`src/rtl/arm_uart_tx.sv`:
```
// arm_uart_tx: 8N1 LSB-first UART transmitter fed through a FIFO, bit period CLK_FREQ/BAUD.
// Build with ARM_UART_TX_PARITY_EN defined to insert an even-parity bit before the stop bit.
module arm_uart_tx #(
    parameter int CLK_FREQ   = 50000000,
    parameter int BAUD       = 115200,
    parameter int FIFO_DEPTH = 8
) (
    input  logic                          clk,
    input  logic                          rst_n,
    input  logic [7:0]                    in_data,
    input  logic                          in_valid,
    output logic                          in_ready,
    output logic                          txd,
    output logic                          busy,
    output logic [$clog2(FIFO_DEPTH):0]   fifo_count
);
    localparam int DIV = CLK_FREQ / BAUD;
    localparam int AW  = $clog2(FIFO_DEPTH);
    localparam int CW  = (DIV > 2) ? $clog2(DIV) : 1;
    localparam logic [CW-1:0] DIV_LAST = CW'(DIV - 1);
    localparam logic [AW:0]   FULL_CNT = (AW + 1)'(FIFO_DEPTH);

    localparam logic [2:0] ST_IDLE   = 3'd0;
    localparam logic [2:0] ST_START  = 3'd1;
    localparam logic [2:0] ST_DATA   = 3'd2;
`ifdef ARM_UART_TX_PARITY_EN
    localparam logic [2:0] ST_PARITY = 3'd3;
`endif
    localparam logic [2:0] ST_STOP   = 3'd4;

    if (DIV < 2) begin : g_div_check
        $error("arm_uart_tx: CLK_FREQ/BAUD must be at least 2");
    end
    if (FIFO_DEPTH < 2 || (FIFO_DEPTH & (FIFO_DEPTH - 1)) != 0) begin : g_depth_check
        $error("arm_uart_tx: FIFO_DEPTH must be a power of 2 and at least 2");
    end

    logic [7:0]    mem_q [FIFO_DEPTH];
    logic [AW-1:0] wr_ptr_q, rd_ptr_q;
    logic [AW:0]   count_q, count_d;
    logic          rdy_q;
    logic [2:0]    state_q, state_d;
    logic [CW-1:0] cnt_q, cnt_d;
    logic [2:0]    bit_q, bit_d;
    logic [7:0]    shift_q, shift_d;
    logic          txd_q, txd_d;
`ifdef ARM_UART_TX_PARITY_EN
    logic          par_q, par_d;
`endif
    logic          push, pop, empty, tick;
    logic [7:0]    rd_dat;

    assign push   = in_valid & rdy_q;
    assign empty  = (count_q == '0);
    assign tick   = (cnt_q == DIV_LAST);
    assign rd_dat = mem_q[rd_ptr_q];

    always_comb begin
        state_d = state_q;
        cnt_d   = tick ? '0 : cnt_q + 1'b1;
        bit_d   = bit_q;
        shift_d = shift_q;
        txd_d   = txd_q;
        pop     = 1'b0;
`ifdef ARM_UART_TX_PARITY_EN
        par_d   = par_q;
`endif
        case (state_q)
            ST_IDLE: begin
                cnt_d = '0;
                txd_d = 1'b1;
                if (!empty) begin
                    pop     = 1'b1;
                    shift_d = rd_dat;
                    state_d = ST_START;
                    txd_d   = 1'b0;
`ifdef ARM_UART_TX_PARITY_EN
                    par_d   = ^rd_dat;
`endif
                end
            end
            ST_START: if (tick) begin
                state_d = ST_DATA;
                bit_d   = '0;
                txd_d   = shift_q[0];
            end
            ST_DATA: if (tick) begin
                if (bit_q == 3'd7) begin
`ifdef ARM_UART_TX_PARITY_EN
                    state_d = ST_PARITY;
                    txd_d   = par_q;
`else
                    state_d = ST_STOP;
                    txd_d   = 1'b1;
`endif
                end else begin
                    shift_d = shift_q >> 1;
                    bit_d   = bit_q + 1'b1;
                    txd_d   = shift_q[1];
                end
            end
`ifdef ARM_UART_TX_PARITY_EN
            ST_PARITY: if (tick) begin
                state_d = ST_STOP;
                txd_d   = 1'b1;
            end
`endif
            ST_STOP: if (tick) begin
                // Back-to-back frames: a queued byte starts its start bit with no idle gap.
                if (!empty) begin
                    pop     = 1'b1;
                    shift_d = rd_dat;
                    state_d = ST_START;
                    txd_d   = 1'b0;
`ifdef ARM_UART_TX_PARITY_EN
                    par_d   = ^rd_dat;
`endif
                end else begin
                    state_d = ST_IDLE;
                end
            end
            default: begin
                state_d = ST_IDLE;
                txd_d   = 1'b1;
            end
        endcase
    end

    always_comb begin
        count_d = count_q;
        case ({push, pop})
            2'b10:   count_d = count_q + 1'b1;
            2'b01:   count_d = count_q - 1'b1;
            default: count_d = count_q;
        endcase
    end

    always_ff @(posedge clk) begin
        if (push) mem_q[wr_ptr_q] <= in_data;
    end

    always_ff @(posedge clk) begin
        if (!rst_n) begin
            wr_ptr_q <= '0;
            rd_ptr_q <= '0;
            count_q  <= '0;
            rdy_q    <= 1'b1;
            state_q  <= ST_IDLE;
            cnt_q    <= '0;
            bit_q    <= '0;
            shift_q  <= '0;
            txd_q    <= 1'b1;
`ifdef ARM_UART_TX_PARITY_EN
            par_q    <= 1'b0;
`endif
        end else begin
            if (push) wr_ptr_q <= wr_ptr_q + 1'b1;
            if (pop)  rd_ptr_q <= rd_ptr_q + 1'b1;
            count_q <= count_d;
            rdy_q   <= (count_d != FULL_CNT);
            state_q <= state_d;
            cnt_q   <= cnt_d;
            bit_q   <= bit_d;
            shift_q <= shift_d;
            txd_q   <= txd_d;
`ifdef ARM_UART_TX_PARITY_EN
            par_q   <= par_d;
`endif
        end
    end

    assign in_ready   = rdy_q;
    assign txd        = txd_q;
    assign busy       = !empty || (state_q != ST_IDLE);
    assign fifo_count = count_q;
endmodule
```
`config.mk`:
```
export PLATFORM = sky130hd
export DESIGN_NAME = arm_uart_tx
export DESIGN_NICKNAME = d
export VERILOG_FILES = /design/src/rtl/arm_uart_tx.sv
export SDC_FILE = /design/constraint.sdc
export NUM_CORES = 1
export LEC_CHECK = 0
export ABC_CLOCK_PERIOD_IN_PS = 3200
export CAP_MARGIN = 20
export CORE_MARGIN = 3
export CORE_UTILIZATION = 50
export DETAILED_ROUTE_END_ITERATION = 10
export GPL_TIMING_DRIVEN = 0
export PLACE_DENSITY = 0.68
export SLEW_MARGIN = 10
export SYNTH_ARGS = -nofsm -noshare
export SYNTH_HDL_FRONTEND = slang
export SYNTH_SLANG_ARGS = --single-unit
```
`constraint.sdc`:
```
create_clock -name clk -period 3.2 [get_ports clk]
set_clock_uncertainty 0.05 [all_clocks]
set_input_delay 0.64 -clock clk [delete_from_list [all_inputs] [get_ports clk]]
set_output_delay 0.64 -clock clk [all_outputs]
set_load 0.02 [all_outputs]
```
==> impl_metrics.py, run 1 <==
metrics = {
    "status": {
        "status": "finished, final reports clean",
    },
    "final_layout": {
        "layout_common_cells": "edfxtp_1 (64), dfxtp_1 (38), nor2_1 (27)",
        "fin_util_pct": 58.60,
        "final_cells": 445,
        "antenna_cells": 0,
        "nets": 356,
        "layout-drive-gt1-share_pct": 16.18,
        "final_common_cell": "edfxtp_1",
        "design_area_um2": 4863,
        "areaGrowthSynthToFinish_pct": 12.80,
    },
    "yosys": {
        "yosys.area.top_type": "edfxtp_1",
        "synthCells": 304,
        "synth_compound_area_share_pct": 6.036,
        "syn_nets": 324,
        "synth_cell_type_count": 47,
        "synthArstFlopShare_pct": 0,
        "synthXorXnorAreaFrac_pct": 3.047,
        "ys_seq_area_share_pct": 62.22,
        "yosysWarnings": 0,
        "avgSynthCellArea_um2": 14.18,
        "synth_fa_ha_area_share_pct": 2.612,
        "synth_top_family_by_area": "simple AND/OR/NAND/NOR gates",
        "ys_top_cells_by_area": "edfxtp_1 (45%), dfxtp_1 (18%), mux4_2 (8.4%), mux2i_1 (3.0%), ha_1 (2.6%)",
        "synth_mux_area_share_pct": 11.38,
        "ys.flop_type": "edfxtp_1",
        "synth_area_um2": 4312,
        "synthSimpleGateAreaFrac_pct": 12.68,
        "yosys.area.top_type_share_pct": 44.57,
        "synth_edf_count": 64,
        "ys_ff_latch": 102,
    },
    "clock_tree": {
        "clkTransAtPathRegs_ns": 0.09,
        "cts_buffers": 9,
        "htree_num_levels": 3,
        "clk_latency_ns": 0.36,
        "clock_path_buffers": 2,
        "cts_setup_buffers": 0,
        "hold_buffers": 0,
        "root_buffer": "clkbuf_8",
        "cts_tree": "done",
        "cts_sinks": 102,
        "cts-resized-gates": 0,
    },
    "setup_path": {
        "end_kind": "primary output",
        "crit_start": "fifo_count[1]",
        "r2r_setup_slack_ns": 0.47,
        "critPathCapture": "busy",
        "r2r_start": "cnt_q[3]",
        "critical_path_arrival_ns": 2.12,
        "crit_type": "register to primary output",
        "start_kind": "register",
        "critPathRequiredTime_ns": 2.51,
        "r2r_end": "in_ready",
        "path_max_fanout": 8,
        "r2r_cells": 12,
    },
    "global_routing": {
        "grt_pass1_vias": 2462,
        "antenna_found_initial": 0,
        "overflow": 0,
        "grt_pass1_wl_um": 12770,
        "track_usage_pct": 17.07,
        "grt_max_degree": 18,
    },
    "routing": {
        "wl_per_cell_um": 16.98,
        "ant_nets": 0,
        "num_vias": 2463,
        "drc": 0,
        "wl_um": 7558,
        "drt-initial-drc-count": 131,
        "avgViaCountPerCell": 5.535,
        "dr.pass1.iters": 4,
    },
    "floorplanning": {
        "core_um2": 8299,
        "die_h_um": 98.86,
        "num_rows": 33,
        "die_w_um": 98.86,
        "initial_core_util_pct": 51.95,
        "dieArea_um2": 9773,
        "pin_count": 18,
    },
    "min_path": {
        "hp-class": "register to register",
        "hold_depth": 1,
    },
    "sta": {
        "finalSetupViolCount": 0,
        "final.setup.worst_slack_ns": 0.3935,
        "fin_hold_ws_ns": 0.4240,
        "worstMarginPinSlew_ns": 0.9304,
        "max_freq_mhz": 356.3,
        "slew_headroom_pct": 37.75,
        "finalHoldViolCount": 0,
        "fin_crit_sh_pct": 87.70,
        "grt_setup_unrepaired": "false",
        "min_period_ns": 2.806,
        "fin_setup_tns_ns": 0,
        "slew_viol_final": 0,
    },
    "placed_design": {
        "port_buffers": 17,
        "dp_cells": 427,
        "dp_hpwl_um": 5084,
        "dp_slack_ns": 0.1566,
        "place_area_um2": 4647,
        "gp_congestion": 0.7856,
    },
    "power": {
        "vdd_drop_max_v": 0.0005480,
        "power_mw": 3.500,
        "leakage_nw": 1.636,
        "powerDensity_nw_per_um2": 719.6,
    },
    "run": {
        "maxCapViolCount": 0,
    },
}
[registers in the layout, summed over array words and instances (netlist names), 3 cells and up, named ones only]
register	cells
wr_ptr_q	3
cnt_q	9
rd_ptr_q	3
shift_q	8
state_q	3
mem_q	64
bit_q	3
fifo_count	4
[worst max-delay path: stages (launching register included)]
cell and delay (ns):
dfxtp_1 0.34, buf_6 0.13, or4_4 0.53, nor2_1 0.15, nand2_1 0.07, clkdlybuf4s50_1 0.53
[report_power, final]
part / internal, mW / leakage, nW / switching [mW] / total [mW]
registers: 1.55 / 0.891 / 0.0967 / 1.65
logic: 0.517 / 0.655 / 0.532 / 1.05
clock network: 0.364 / 0.0895 / 0.440 / 0.804
[cells in the mapped netlist (2+ instances only)]
cell type   n
and2_1      7
o21ai_0     2
nor4_1      2
nand3_1     8
xnor2_1     8
edfxtp_1   64
mux4_2     16
and3b_1     2
xor2_1      7
buf_2       4
a21boi_0    3
a211oi_1    2
nand2b_1    5
ha_1        9
nand2_1    12
mux2i_1    13
nand4_1     2
nor3b_1     3
clkbuf_1    7
a21oi_1    12
a22oi_1     3
nor3_1      7
o2bb2ai_1   7
nor2b_1     8
nor2_1     27
dfxtp_1    38
inv_1       6
[how the worst min path moves through the flow]
stage                from    endpoint
4_1_cts        shift_q[4]  shift_q[4]
5_1_grt        shift_q[0]  shift_q[0]
6_report       shift_q[4]  shift_q[4]
2_1_floorplan  shift_q[0]  shift_q[0]
3_3_place_gp   shift_q[6]  shift_q[6]
3_5_place_dp   shift_q[4]  shift_q[4]
[final cells by class]
| class | instances | area (um^2) |
|---|---|---|
| clock inverters | 6 | 72.57 |
| multi-input cells | 183 | 1568 |
| flip-flops and latches | 102 | 2683 |
| well taps | 105 | 131.4 |
| repair buffers | 21 | 197.7 |
| fillers | 663 | 3436 |
| inverters | 6 | 22.52 |
| plain buffers | 13 | 65.06 |
| clock buffers | 9 | 123.9 |
[metal layers]
layer  wire length (um)  GRT usage [%]  vias to the layer above  part of all wire, %
met1               3499          24.55                     1215                   46
met2               3665          26.03                       34                   48
li1                   -              -                     1202                    -
met5                  0              0                        -                    0
met4                121          5.357                        0                  1.6
met3                272          3.822                       12                  3.6
[kinds of logic (layout without fill, tap and decap cells)]
family          after synthesis  after routing
flops                       102            102
buf+inv                      19             55
compound gates               36             36
mux                          29             29
xor+xnor                     15             15
fa+ha+maj                     9              9
simple gates                 94             94
Power figures use the tool's default switching activity.
==> run 2: changes to the inputs <==
--- a/config.mk
+++ b/config.mk
@@ -7,11 +7,12 @@
 export LEC_CHECK = 0
 export ABC_CLOCK_PERIOD_IN_PS = 3200
 export CAP_MARGIN = 20
-export CORE_MARGIN = 3
+export CELL_PAD_IN_SITES_DETAIL_PLACEMENT = 0
+export CELL_PAD_IN_SITES_GLOBAL_PLACEMENT = 1
 export CORE_UTILIZATION = 50
 export DETAILED_ROUTE_END_ITERATION = 10
 export GPL_TIMING_DRIVEN = 0
-export PLACE_DENSITY = 0.68
+export PLACE_DENSITY_LB_ADDON = 0.1
 export SLEW_MARGIN = 10
 export SYNTH_ARGS = -nofsm -noshare
 export SYNTH_HDL_FRONTEND = slang
==> impl_metrics.py, run 2 (synthesized netlist as in run 1, its figures left out) <==
metrics = {
    "floorplanning": {
        "num_rows": 33,
        "initial_core_util_pct": 51.95,
        "pin_count": 18,
        "die_h_um": 94.86,
        "dieArea_um2": 8998,
        "die_w_um": 94.86,
        "core_um2": 8299,
    },
    "clock_tree": {
        "cts_sinks": 102,
        "htree_num_levels": 3,
        "hold_buffers": 0,
        "root_buffer": "clkbuf_8",
        "cts_tree": "done",
        "clock_path_buffers": 2,
        "cts_buffers": 9,
        "clkTransAtPathRegs_ns": 0.10,
        "clk_latency_ns": 0.37,
        "cts_setup_buffers": 0,
        "cts-resized-gates": 0,
    },
    "setup_path": {
        "critical_path_arrival_ns": 2.11,
        "end_kind": "primary output",
        "crit_start": "fifo_count[1]",
        "cpPeakStageDelay_ns": 0.53,
        "path_buf_inv": 2,
        "critPathRequiredTime_ns": 2.51,
        "critPathCapture": "busy",
        "r2r_start": "cnt_q[3]",
        "start_kind": "register",
        "worstSetupPathDepth": 5,
        "r2r_cells": 12,
        "path_max_fanout": 8,
        "r2r_end": "in_ready",
        "worst_path_max_delay_cell": "or4_4",
        "crit_type": "register to primary output",
        "cp_top_family": "simple AND/OR/NAND/NOR gates",
        "path_cells": "buf_6 -> or4_4 -> nor2_1 -> nand2_1 -> clkdlybuf4s50_1",
        "r2r_setup_slack_ns": 0.41,
    },
    "final_layout": {
        "nets": 358,
        "final_common_cell": "edfxtp_1",
        "layout_common_cells": "edfxtp_1 (64), dfxtp_1 (38), nor2_1 (27)",
        "antenna_cells": 0,
        "regMostFlops": "mem_q",
        "fillers": 699,
        "layout-drive-gt1-share_pct": 16.91,
        "areaGrowthSynthToFinish_pct": 13.17,
        "top_regs": "mem_q x64, cnt_q x9, shift_q x8",
        "largest_reg_flops": 64,
    },
    "sta": {
        "max_freq_mhz": 356.8,
        "min_period_ns": 2.802,
        "fin_hold_ws_ns": 0.4241,
        "final.setup.worst_slack_ns": 0.3975,
        "fin_crit_sh_pct": 87.58,
        "fin_setup_tns_ns": 0,
        "slew_headroom_pct": 37.42,
        "slew_viol_final": 0,
        "finalHoldViolCount": 0,
        "grt_setup_unrepaired": "false",
        "worstMarginPinSlew_ns": 0.9352,
        "finalSetupViolCount": 0,
    },
    "placed_design": {
        "dp_hpwl_um": 5073,
        "dp_slack_ns": 0.06981,
        "gp_congestion": 0.7771,
        "port_buffers": 17,
    },
    "global_routing": {
        "antenna_found_initial": 0,
        "grt_pass1_wl_um": 12070,
        "grt_max_degree": 21,
        "grt_pass1_vias": 2305,
        "overflow": 0,
        "track_usage_pct": 18.61,
    },
    "min_path": {
        "hp-class": "register to register",
    },
    "status": {
        "status": "finished, final reports clean",
    },
    "run": {
        "maxCapViolCount": 0,
    },
    "routing": {
        "drt-initial-drc-count": 120,
        "wl_per_cell_um": 17.00,
        "dr.pass1.iters": 4,
        "avgViaCountPerCell": 5.473,
        "ant_nets": 0,
        "drc": 0,
        "num_vias": 2452,
        "wl_um": 7617,
    },
    "power": {
        "vdd_drop_max_v": 0.0003971,
        "leakage_nw": 1.657,
        "powerDensity_nw_per_um2": 716.6,
    },
}
==> run 2: layer usage <==
layer  vias to the layer above  GRT usage (%)  wire length (um)
met5                         -              0                 0
met4                         0          4.924                61
met3                         5          4.911               398
met2                        44          28.54              3545
met1                      1193          26.27              3611
li1                       1210              -                 -
==> run 2: power by group <==
group	leakage [nW]	switching [mW]	internal, mW
combinational	0.665	0.533	0.538
sequential	0.891	0.0952	1.55
clock	0.101	0.473	0.307
==> run 2: how the worst min path moves through the flow <==
stage	end	start	depth (start not counted)
finish	shift_q[4]	shift_q[4]	1
global route	shift_q[5]	shift_q[5]	1
CTS	shift_q[0]	shift_q[0]	1
detailed placement	shift_q[4]	shift_q[4]	1
global placement	shift_q[3]	shift_q[3]	1
floorplan	shift_q[0]	shift_q[0]	1
==> run 2: metrics by stage <==
step | utilization (%) | cells | total power [mW] | instance area, um^2
finish | 58.80 | 448 | 3.497 | 4880
global route | 58.80 | 448 | 3.709 | 4880
CTS | 58.37 | 443 | 3.488 | 4845
detailed placement | 55.99 | 427 | 2.702 | 4647
global placement | 55.59 | 426 | 2.681 | 4613
floorplan | - | 304 | 2.429 | 4312
==> run 2: cell type report <==
type                    instances  area, um^2  share of cell area (%)
well taps                     105       131.4                   2.692
clock inverters                 7       73.82                   1.513
inverters                       6       22.52                  0.4615
multi-input cells             183        1568                   32.13
clock buffers                   9       123.9                   2.538
plain buffers                  13       65.06                   1.333
flip-flops and latches        102        2683                   54.97
repair buffers                 23       212.7                   4.359
